<file path="src/rtl/exc_ctrl.sv">
// exc_ctrl: exception/interrupt controller feeding CP0 EPC/Cause writes and fetch redirects
// Ports:
//   clk, rst (sync, active-low)
//   irq_i, irq_mask_i, global_ie_i          : external interrupts, per-line and global enables
//   sync_exc_i, sync_code_i                 : synchronous exception and its cause code
//   inst_boundary_i, pc_cur_i               : async-trap acceptance point and PC to save
//   eret_i, epc_i                           : return request and saved EPC from CP0
//   trap_o, redirect_o, redirect_pc_o       : pipeline flush and PC redirect
//   write_epc_o, write_cause_o, cause_o,
//   epc_pc_o                                : CP0 write strobes and data
//   in_handler_o, pending_o                 : exception level and sticky pending lines
module exc_ctrl #(
   parameter int          NUM_IRQ     = 8,
   parameter logic [31:0] HANDLER_VEC = 32'h0000_0008
) (
   input  logic               clk,
   input  logic               rst,
   input  logic [NUM_IRQ-1:0] irq_i,
   input  logic [NUM_IRQ-1:0] irq_mask_i,
   input  logic               global_ie_i,
   input  logic               sync_exc_i,
   input  logic [4:0]         sync_code_i,
   input  logic               inst_boundary_i,
   input  logic [31:0]        pc_cur_i,
   input  logic               eret_i,
   input  logic [31:0]        epc_i,
   output logic               trap_o,
   output logic               redirect_o,
   output logic [31:0]        redirect_pc_o,
   output logic               write_epc_o,
   output logic               write_cause_o,
   output logic [4:0]         cause_o,
   output logic [31:0]        epc_pc_o,
   output logic               in_handler_o,
   output logic [NUM_IRQ-1:0] pending_o
);
   typedef enum logic [1:0] {IDLE, SAVE, HANDLER, RETURN} state_t;
   state_t             state_q, state_d;
   logic [NUM_IRQ-1:0] irq_q, pend_q, pend_d, svc_q, svc_d, elig;
   logic [4:0]         cause_q, cause_d;
   logic [31:0]        pc_q, pc_d, rpc_q, rpc_d;
   logic               nest_q, nest_d;
   logic [3:0]         idx;
   always_ff @(posedge clk) begin
      if (!rst) begin
         state_q <= IDLE;
         irq_q   <= '0;
         pend_q  <= '0;
         svc_q   <= '0;
         cause_q <= '0;
         pc_q    <= '0;
         rpc_q   <= '0;
         nest_q  <= 1'b0;
      end else begin
         state_q <= state_d;
         irq_q   <= irq_i;
         pend_q  <= pend_d;
         svc_q   <= svc_d;
         cause_q <= cause_d;
         pc_q    <= pc_d;
         rpc_q   <= rpc_d;
         nest_q  <= nest_d;
      end
   end
   // lowest-indexed eligible line wins
   always_comb begin
      elig = (global_ie_i && inst_boundary_i) ? (pend_q & irq_mask_i) : '0;
      idx  = '0;
      for (int n = NUM_IRQ - 1; n >= 0; n--)
         if (elig[n]) idx = 4'(n);
   end
   always_comb begin
      state_d = state_q;
      svc_d   = svc_q;
      cause_d = cause_q;
      pc_d    = pc_q;
      nest_d  = 1'b0;
      // a new edge on the line being serviced must survive the clear
      pend_d  = (pend_q & ~((state_q == SAVE) ? svc_q : '0)) | (irq_i & ~irq_q);
      rpc_d   = redirect_pc_o;
      case (state_q)
         IDLE: begin
            if (sync_exc_i) begin
               state_d = SAVE;
               cause_d = sync_code_i;
               pc_d    = pc_cur_i;
               svc_d   = '0;
            end else if (|elig) begin
               state_d = SAVE;
               cause_d = {1'b1, idx};
               pc_d    = pc_cur_i;
               svc_d   = NUM_IRQ'(1) << idx;
            end
         end
         SAVE: state_d = HANDLER;
         HANDLER: begin
            // nested fault re-traps without touching EPC; a coincident eret is dropped
            if (sync_exc_i) begin
               nest_d  = 1'b1;
               cause_d = sync_code_i;
            end else if (eret_i) begin
               state_d = RETURN;
            end
         end
         RETURN: state_d = IDLE;
         default: state_d = IDLE;
      endcase
   end
   always_comb begin
      trap_o        = (state_q == SAVE) || nest_q;
      redirect_o    = trap_o || (state_q == RETURN);
      redirect_pc_o = trap_o ? HANDLER_VEC : (state_q == RETURN) ? epc_i : rpc_q;
      write_epc_o   = state_q == SAVE;
      write_cause_o = trap_o;
      cause_o       = cause_q;
      epc_pc_o      = pc_q;
      in_handler_o  = state_q == HANDLER;
      pending_o     = pend_q;
   end
endmodule

</file>
<file path="config.mk">
export PLATFORM = sky130hd
export DESIGN_NAME = exc_ctrl
export DESIGN_NICKNAME = d
export VERILOG_FILES = /design/src/rtl/exc_ctrl.sv
export SDC_FILE = /design/constraint.sdc
export NUM_CORES = 1
export LEC_CHECK = 0
export ABC_AREA = 1
export CAP_MARGIN = 10
export CELL_PAD_IN_SITES_DETAIL_PLACEMENT = 0
export CELL_PAD_IN_SITES_GLOBAL_PLACEMENT = 1
export CORE_AREA = 3 3 114 127
export DETAILED_ROUTE_END_ITERATION = 16
export DIE_AREA = 0 0 117 130
export PLACE_DENSITY = 0.87
export SETUP_SLACK_MARGIN = 0.5
export SLEW_MARGIN = 10
export SYNTH_ARGS = -nofsm -noshare
export SYNTH_HDL_FRONTEND = slang
export SYNTH_SLANG_ARGS = --single-unit
</file>
<file path="constraint.sdc">
create_clock -name clk -period 2.1 [get_ports clk]
set_input_delay 0.315 -clock clk [delete_from_list [all_inputs] [get_ports clk]]
set_output_delay 0.315 -clock clk [all_outputs]
set_load 0.03 [all_outputs]
</file>
==> metrics.yaml, run 1 <==
cts:
  path_clk_slew_ns: 0.06
  numCtsBuffers: 9
  htree_levels: 3
  insertion_delay_ns: 0.32
  cts_root_buf: "clkbuf_16"
  cts_max_path_buffers: 2
  tritoncts: "done"
  cts.sinks: 96
min_path:
  whs_path_depth: 3
  hold_path_class: "input port to flop"
sta:
  setup_viol: 0
  timing.final.crit_share_pct: 93.0
  fin_hold_ws_ns: 0.326
  finalHoldViolCount: 0
  tns_ns: 0
  min_period_ns: 1.95
  tightest_slew_ns: 0.359
  rsz0062_at_grt: "yes"
  slew_headroom_pct: 76.1
  fin_skew_ns: 0.00605
  drv_slew: 0
  fmaxAchievable_mhz: 512
finish:
  finalNetCount: 798
  drive_gt1_share_pct: 29.8
  area_growth_pct: 87.6
  n_fill_cell: 1197
  utilization_pct: 54.3
  design_area_sq_um: 7180
  antenna_cells: 0
yosys:
  synthDistinctLibCells: 22
  synth_seq_cells: 96
  synth.net_count: 609
  yosys.cell_count.top_type: "nor2_1"
  synth_area_leader_cell: "dfxtp_1"
  synth_edf_count: 0
  ys_async_sr_fraction_pct: 0
  synthCells: 513
  synth_area_per_cell_sq_um: 7.46
  yosys_warnings: 0
  synth_top_area_share_pct: 50.2
  synthTopCellsByArea: "dfxtp_1, nor2_1, o21ai_0"
  synth_area_sq_um: 3820
  ys.flop_type: "dfxtp_1"
  synthTopCellsByCount: "nor2_1, dfxtp_1, nand2_1"
  synth-seq-area-share_pct: 50.2
floorplan:
  dieArea_sq_um: 15200
  dieWidth_um: 117
  chipHeight_um: 130
  core-area_sq_um: 13200
  start_util_pct: 28.9
  row_count: 44
  ioPinCount: 173
worst_setup_path:
  cp_data_arrival_time_ns: 1.64
  rr_worst_depth: 8
  crit_path_start_kind: "flop"
  path_class: "flop to primary output"
  cp_max_fo: 18
  endpoint_kind: "primary output"
  crit_required_ns: 1.78
power_and_ir_drop:
  vdd_ir_drop_max_v: 0.000618
  leakage_nw: 2.93
  p_per_area_nw_per_um2: 1410
global_route:
  antenna_found_initial: 0
  track_usage_pct: 15.7
  grt_max_degree: 44
  grt_pass1_wl_um: 18900
  gr-total-overflow: 0
  grt_pass1_vias: 3998
place:
  post_dp_cell_area_sq_um: 6040
  place_hpwl_um: 8890
  gp_congestion: 0.894
  io_buffer_count: 172
flow_run:
  max_cap_viol_count: 0
route:
  first_iter_violations: 189
  dr.pass1.iters: 4
  wire_per_inst_um: 14.6
  postRouteAntennaNets: 0
  drc: 0
  totalWireLength_um: 12600
  via_per_inst: 4.83
  dr_total_vias: 4191
outcome:
  outcome: "completed"
## layout make-up
type / count / area (sq um) / share of cell area [%]
inverter: 30 / 140 / 1.95
clock buffer: 10 / 239 / 3.33
sequential: 96 / 1930 / 26.9
multi-input combinational: 356 / 2330 / 32.5
clock inverter: 6 / 113 / 1.57
tap: 161 / 201 / 2.81
timing repair buffer: 209 / 2220 / 31.0
## per-layer routing
metal / track usage, % / wire length, um / vias to the layer above
met3: 3.53 / 823 / 16
met2: 27.3 / 6390 / 147
met5: 0 / 0 / -
li1: - / - / 2085
met4: 5.13 / 206 / 0
met1: 19.1 / 5220 / 1943
## worst paths after layout
path	slack, ns	to	startpoint
worst max-delay path	0.15	redirect_pc_o[6]	state_q[1]$_SDFFE_PN0P_
worst min-delay path	0.33	rpc_q[3]$_SDFF_PN0_	rst
worst max register to register	0.49	cause_o[4]$_SDFFE_PN0P_	state_q[0]$_SDFFE_PN0P_
worst min register to register	0.42	pending_o[0]$_SDFF_PN0_	irq_q[0]$_SDFF_PN0_
## sequential cells by signal (all words and copies together), names as in the netlist
name,count
rpc_q,32
pending_o,8
cause_o,5
nest_q,1
epc_pc_o,32
state_q,2
irq_q,8
svc_q,8
## logic make-up (layout without fill, tap and decap cells)
family / count (synthesis) / after routing / synth area share [%]
compound gates: 64 / 64 / 8.44
fa+ha+maj: 5 / 5 / 1.64
buf+inv: 61 / 255 / 6.71
flops: 96 / 96 / 50.2
simple gates: 287 / 287 / 33.0
## per-stage QoR
| stage | setup WS [ns] | power (W) | std cells |
|---|---|---|---|
| global route | 0.0651 | 0.0107 | 868 |
| finish | 0.147 | 0.0101 | 868 |
| detailed placement | 0.0965 | 0.00719 | 831 |
| global placement | 0.190 | 0.00711 | 831 |
| CTS | 0.102 | 0.00969 | 863 |
| floorplan | 0.349 | 0.00569 | 513 |
## cells in the final DEF (no fill, tap or decap), types with 16 or more instances in the layout
cell,n
dfxtp_1,93
nor2_2,36
buf_6,41
dlygate4sd2_1,46
inv_1,20
o21ai_0,40
nor2_1,92
buf_4,16
nand2_1,52
nor4_1,22
nor3_4,30
clkdlybuf4s50_1,86
## critical path, stage by stage (launching register included)
cell and delay [ns]:
dfxtp_4 0.38, inv_4 0.04, ha_4 0.16, nor2_4 0.15, inv_6 0.09, buf_8 0.19, nor3_4 0.15, buf_6 0.15
## report_power, final
group	leakage, nW	switching [W]	internal (W)
logic	1.96	0.00334	0.00242
clock network	0.173	0.000687	0.00120
registers	0.790	0.000227	0.00224
## what timing repair did
item	in CTS	in global routing
resized for setup	154	68
endpoints found under the setup margin	116	92
pin swaps	7	8
gates cloned	3	3
hold buffers	0	0
setup buffers	13	2
(Power assumes the default switching activity.)
==> run 2: changes to the inputs <==
--- a/config.mk
+++ b/config.mk
@@ -12,6 +12,7 @@
 export CORE_AREA = 3 3 114 127
 export DETAILED_ROUTE_END_ITERATION = 16
 export DIE_AREA = 0 0 117 130
+export MAX_ROUTING_LAYER = met4
 export PLACE_DENSITY = 0.87
 export SETUP_SLACK_MARGIN = 0.5
 export SLEW_MARGIN = 10
==> metrics.yaml, run 2 (synthesis results as in run 1) <==
power_and_ir_drop:
  leakage_nw: 2.93  # about the same
  vdd_ir_drop_max_v: 0.000619  # +0.28%
  p_per_area_nw_per_um2: 1410  # about the same
sta:
  drv_slew: 0  # unchanged
  fmaxAchievable_mhz: 513  # +0.16%
  rsz0062_at_grt: "yes"
  fin_ws_ns: 0.151  # +0.00314 ns
  finalHoldViolCount: 0  # unchanged
  fin_hold_ws_ns: 0.325  # -0.000906 ns
  fin_skew_ns: 0.00662  # +0.000575 ns
  tns_ns: 0  # unchanged
  setup_viol: 0  # unchanged
  timing.final.crit_share_pct: 92.8  # -0.15 points
  tightest_slew_ns: 0.359  # -0.000350 ns
  slew_headroom_pct: 76.2  # about the same
  min_period_ns: 1.95  # -0.00314 ns
outcome:
  outcome: "completed"
floorplan:
  chipHeight_um: 130  # unchanged
  dieWidth_um: 117  # unchanged
  row_count: 44  # unchanged
  core-area_sq_um: 13200  # unchanged
  dieArea_sq_um: 15200  # unchanged
  start_util_pct: 28.9  # unchanged
  ioPinCount: 173  # unchanged
min_path:
  hold_path_class: "input port to flop"
worst_setup_path:
  path_buf_inv: 4  # unchanged
  cp_data_arrival_time_ns: 1.63  # about the same
  path_class: "flop to primary output"
  cp_max_fo: 18  # unchanged
  endpoint_kind: "primary output"
  crit_required_ns: 1.78  # about the same
  max_stage_delay_ns: 0.38  # about the same
  path_cells: "inv_4 > ha_4 > nor2_4 > inv_6 > buf_8 > nor3_4 > buf_6"
  crit_path_start_kind: "flop"
  crit_family: "buffers and inverters"
  cpMaxStageDelayCell: "dfxtp_4"
cts:
  cts_root_buf: "clkbuf_16"
  numCtsBuffers: 9  # unchanged
  insertion_delay_ns: 0.32  # about the same
  path_clk_slew_ns: 0.06  # about the same
  cts_max_path_buffers: 2  # unchanged
  htree_levels: 3  # unchanged
  tritoncts: "done"
  hold_buffers: 0  # unchanged
  cts.sinks: 96  # unchanged
route:
  totalWireLength_um: 12700  # +0.46%
  dr_total_vias: 4143  # -1.1%
  drc: 0  # unchanged
  postRouteAntennaNets: 0  # unchanged
  dr.pass1.iters: 4  # unchanged
  first_iter_violations: 210  # +11%
  via_per_inst: 4.77  # -1.1%
  wire_per_inst_um: 14.6  # +0.46%
global_route:
  grt_pass1_wl_um: 18900  # about the same
  antenna_found_initial: 0  # unchanged
  grt_pass1_vias: 4002  # +0.10%
  grt_max_degree: 44  # unchanged
  track_usage_pct: 16.1  # +0.47 points
  gr-total-overflow: 0  # unchanged
place:
  place_hpwl_um: 8890  # unchanged
  post_dp_cell_area_sq_um: 6040  # unchanged
  io_buffer_count: 172  # unchanged
  pre_cts_ws_ns: 0.0965  # unchanged
  gp_congestion: 0.909  # +1.7%
finish:
  n_fill_cell: 1199  # +0.17%
  drive_gt1_share_pct: 29.6  # -0.28 points
  design_area_sq_um: 7170  # -0.12%
  final_cell_mix: "dfxtp_1, nor2_1, clkdlybuf4s50_1"
  finalNetCount: 798  # unchanged
  final_common_cell: "dfxtp_1"
  utilization_pct: 54.2  # -0.066 points
  antenna_cells: 0  # unchanged
  area_growth_pct: 87.4
flow_run:
  max_cap_viol_count: 0  # unchanged
## run 2: cell counts in the layout (fill, tap and decap cells not counted)
Identical to the previous run, type by type.
## run 2: final cells by class
type	count	area [sq um]	share of cell area (%)
clock buffer	10	239	3.33
clock inverter	6	113	1.57
inverter	30	140	1.96
multi-input combinational	356	2320	32.4
sequential	96	1930	26.9
tap	161	201	2.81
timing repair buffer	209	2220	31.0
## run 2: layer usage
metal	up-vias	track usage, %	wire length, um
li1	2086	-	-
met1	1917	19.2	5340
met2	126	27.3	6500
met3	14	3.29	686
met4	0	5.13	170
met5	-	-	0
## run 2: worst paths after layout
kind                                 from                 endpoint  slack, ns  cells past startpoint
hold / removal                        rst      rpc_q[3]$_SDFF_PN0_       0.33                      3
setup / recovery  state_q[1]$_SDFFE_PN0P_         redirect_pc_o[6]       0.15                      7
hold reg to reg       irq_q[0]$_SDFF_PN0_  pending_o[0]$_SDFF_PN0_       0.42                      1
setup reg to reg  state_q[0]$_SDFFE_PN0P_  cause_o[4]$_SDFFE_PN0P_       0.52                      8
## run 2: worst register-to-register path, cell delays in order, from the launching register on
cell	delay (ns)
dfxtp_4	0.37
inv_1	0.12
ha_1	0.35
nand2_1	0.12
o21ai_1	0.16
nand2_4	0.10
inv_2	0.09
o21ai_1	0.08
a21oi_1	0.14
## run 2: per-stage QoR
stage / instances / power (W)
2_1_floorplan: 513 / 0.00569
3_3_place_gp: 831 / 0.00711
3_5_place_dp: 831 / 0.00719
4_1_cts: 863 / 0.00969
5_1_grt: 868 / 0.0107
6_report: 868 / 0.0101
## run 2: repair_timing
action	4_1_cts	5_1_grt
buffers inserted	13	2
endpoints found under the setup margin	116	92
gates cloned	3	3
pin swaps	7	8
resized for setup	154	68
## run 2: report_power, final
group / internal, W / switching [W]
logic: 0.00242 / 0.00333
registers: 0.00224 / 0.000228
clock network: 0.00120 / 0.000685
total: 0.00586 / 0.00425
==> run 3: changes to the inputs <==
--- a/config.mk
+++ b/config.mk
@@ -13,7 +13,7 @@
 export DETAILED_ROUTE_END_ITERATION = 16
 export DIE_AREA = 0 0 117 130
 export MAX_ROUTING_LAYER = met4
-export PLACE_DENSITY = 0.87
+export PLACE_DENSITY_LB_ADDON = 0.1
 export SETUP_SLACK_MARGIN = 0.5
 export SLEW_MARGIN = 10
 export SYNTH_ARGS = -nofsm -noshare
==> metrics.yaml, run 3 (synthesis results as in run 1) <==
route:
  via_per_inst: 4.72  # -1.0%
  totalWireLength_um: 13000  # +2.6%
  wire_per_inst_um: 14.9  # +2.2%
  postRouteAntennaNets: 0  # unchanged
  dr_total_vias: 4114  # -0.70%
  first_iter_violations: 166  # -21%
  drc: 0  # unchanged
  dr.pass1.iters: 4  # unchanged
worst_setup_path:
  crit_required_ns: 1.78  # about the same
  r2r_slack_ns: 0.51  # about the same
  r2r-end: "cause_o[1]$_SDFFE_PN0P_"
  rr_worst_depth: 9  # +1
  path_class: "flop to primary output"
  crit_path_start_kind: "flop"
  cp_data_arrival_time_ns: 1.66  # +0.03 ns
  cp_max_fo: 10  # -8
  endpoint_kind: "primary output"
  r2r_start: "state_q[0]$_SDFFE_PN0P_"
place:
  place_hpwl_um: 8500  # -4.3%
  post_dp_cell_area_sq_um: 6050  # +0.17%
  gp_congestion: 0.727  # -20%
  io_buffer_count: 172  # unchanged
floorplan:
  chipHeight_um: 130  # unchanged
  ioPinCount: 173  # unchanged
  start_util_pct: 28.9  # unchanged
  dieWidth_um: 117  # unchanged
  row_count: 44  # unchanged
  dieArea_sq_um: 15200  # unchanged
  core-area_sq_um: 13200  # unchanged
power_and_ir_drop:
  comb_power_share_pct: 58.8  # +1.9 points
  power.share.sequential_pct: 23.9  # -0.5 points
  switching_power_w: 0.00432  # +1.7%
  power_w: 0.0102  # +1.4%
  vdd_ir_drop_max_v: 0.000566  # -8.6%
  p_per_area_nw_per_um2: 1390  # -1.1%
  leakage_nw: 2.99  # +2.2%
  intPower_w: 0.00592  # +1.1%
  sw_frac_of_total_pct: 42.2  # +0.14 points
  p_clk_share_pct: 17.3  # -1.4 points
finish:
  final_cell_mix: "dfxtp_1, clkdlybuf4s50_1, nor2_1"
  design_area_sq_um: 7340  # +2.5%
  final_common_cell: "dfxtp_1"
  antenna_cells: 0  # unchanged
  finalNetCount: 801  # +0.38%
  drive_gt1_share_pct: 31.5  # +2.0 points
  area_growth_pct: 92.0
sta:
  slew_headroom_pct: 66.5  # -9.7 points
  timing.final.crit_share_pct: 93.8  # +1.0 points
  tns_ns: 0  # unchanged
  fin_skew_ns: 0.00545  # -0.00117 ns
  fmaxAchievable_mhz: 507  # -1.1%
  finalHoldViolCount: 0  # unchanged
  rsz0062_at_grt: "yes"
  setup_viol: 0  # unchanged
  min_period_ns: 1.97  # +0.0213 ns
  drv_slew: 0  # unchanged
  tightest_slew_ns: 0.503  # +0.144 ns
cts:
  path_clk_slew_ns: 0.07  # about the same
  numCtsBuffers: 9  # unchanged
  cts_max_path_buffers: 2  # unchanged
  insertion_delay_ns: 0.35  # +0.03 ns
  tritoncts: "done"
  htree_levels: 3  # unchanged
  hold_buffers: 0  # unchanged
  cts_root_buf: "clkbuf_16"
  cts.sinks: 96  # unchanged
min_path:
  hold_path_class: "flop to flop"
  hp-start: "irq_q[2]$_SDFF_PN0_"
  hold_end: "pending_o[2]$_SDFF_PN0_"
  whs_path_depth: 1  # -2
global_route:
  gr-total-overflow: 0  # unchanged
  grt_pass1_vias: 3803  # -5.0%
  antenna_found_initial: 0  # unchanged
  track_usage_pct: 16.6  # +0.44 points
  grt_max_degree: 54  # +23%
  grt_pass1_wl_um: 19100  # +0.98%
flow_run:
  max_cap_viol_count: 0  # unchanged
outcome:
  outcome: "completed"
-- run 3: layout make-up --
class                   instances  area [sq um]
clock buffers                   9           225
clock inverters                 7          95.1
fillers                      1242          5870
inverters                      30           135
multi-input cells             356          2410
flip-flops and latches         96          1930
well taps                     161           201
repair buffers                212          2350
-- run 3: routing by layer --
layer	vias up	wire [um]	part of all wire (%)	global-route usage, %
li1	2091	-	-	-
met1	1907	5590	43	19.9
met2	104	6600	51	27.5
met3	12	642	4.9	3.39
met4	0	180	1.4	6.07
met5	-	0	0	-
-- run 3: worst max-delay path by stage --
stage	start	endpoint	slack, ns	cells past startpoint
floorplan	state_q[1]$_SDFFE_PN0P_	redirect_pc_o[0]	0.35	7
global placement	epc_i[3]	redirect_pc_o[3]	0.11	4
detailed placement	inst_boundary_i	epc_pc_o[19]$_SDFFE_PN0P_	0.12	11
CTS	state_q[1]$_SDFFE_PN0P_	redirect_pc_o[31]	0.08	7
global route	state_q[1]$_SDFFE_PN0P_	redirect_pc_o[31]	0.06	7
finish	state_q[1]$_SDFFE_PN0P_	redirect_pc_o[31]	0.13	7
-- run 3: worst max-delay path, cell delays in order (launching register included) --
cell and delay (ns):
dfxtp_4 0.38, inv_4 0.04, ha_4 0.16, nor2_4 0.14, inv_6 0.10, buf_16 0.17
nor3_4 0.17, buf_6 0.15
-- run 3: what timing repair did --
action                                  in CTS  in global routing
cloned                                       6                  5
setup buffers                                8                  9
pin swaps                                    4                 19
hold endpoints to repair                     0                  0
endpoints found under the setup margin      86                 82
resized for setup                          162                 84
-- run 3: power by group through the flow --
stage          Sequential (W)  Combinational [W]  Clock [W]
2_1_floorplan         0.00294            0.00276          0
3_3_place_gp          0.00243            0.00472          0
3_5_place_dp          0.00245            0.00477          0
4_1_cts               0.00242            0.00553    0.00183
5_1_grt               0.00250            0.00644    0.00190
6_report              0.00245            0.00602    0.00177
-- run 3: per-stage QoR --
stage	utilization [%]	std cells	hold WS [ns]	setup WS, ns
6_report	55.6	871	0.420	0.129
5_1_grt	55.6	871	0.443	0.0572
4_1_cts	52.3	857	0.427	0.0781
3_5_place_dp	45.8	827	0.417	0.121
3_3_place_gp	45.8	827	0.405	0.112
2_1_floorplan	-	513	0.399	0.349
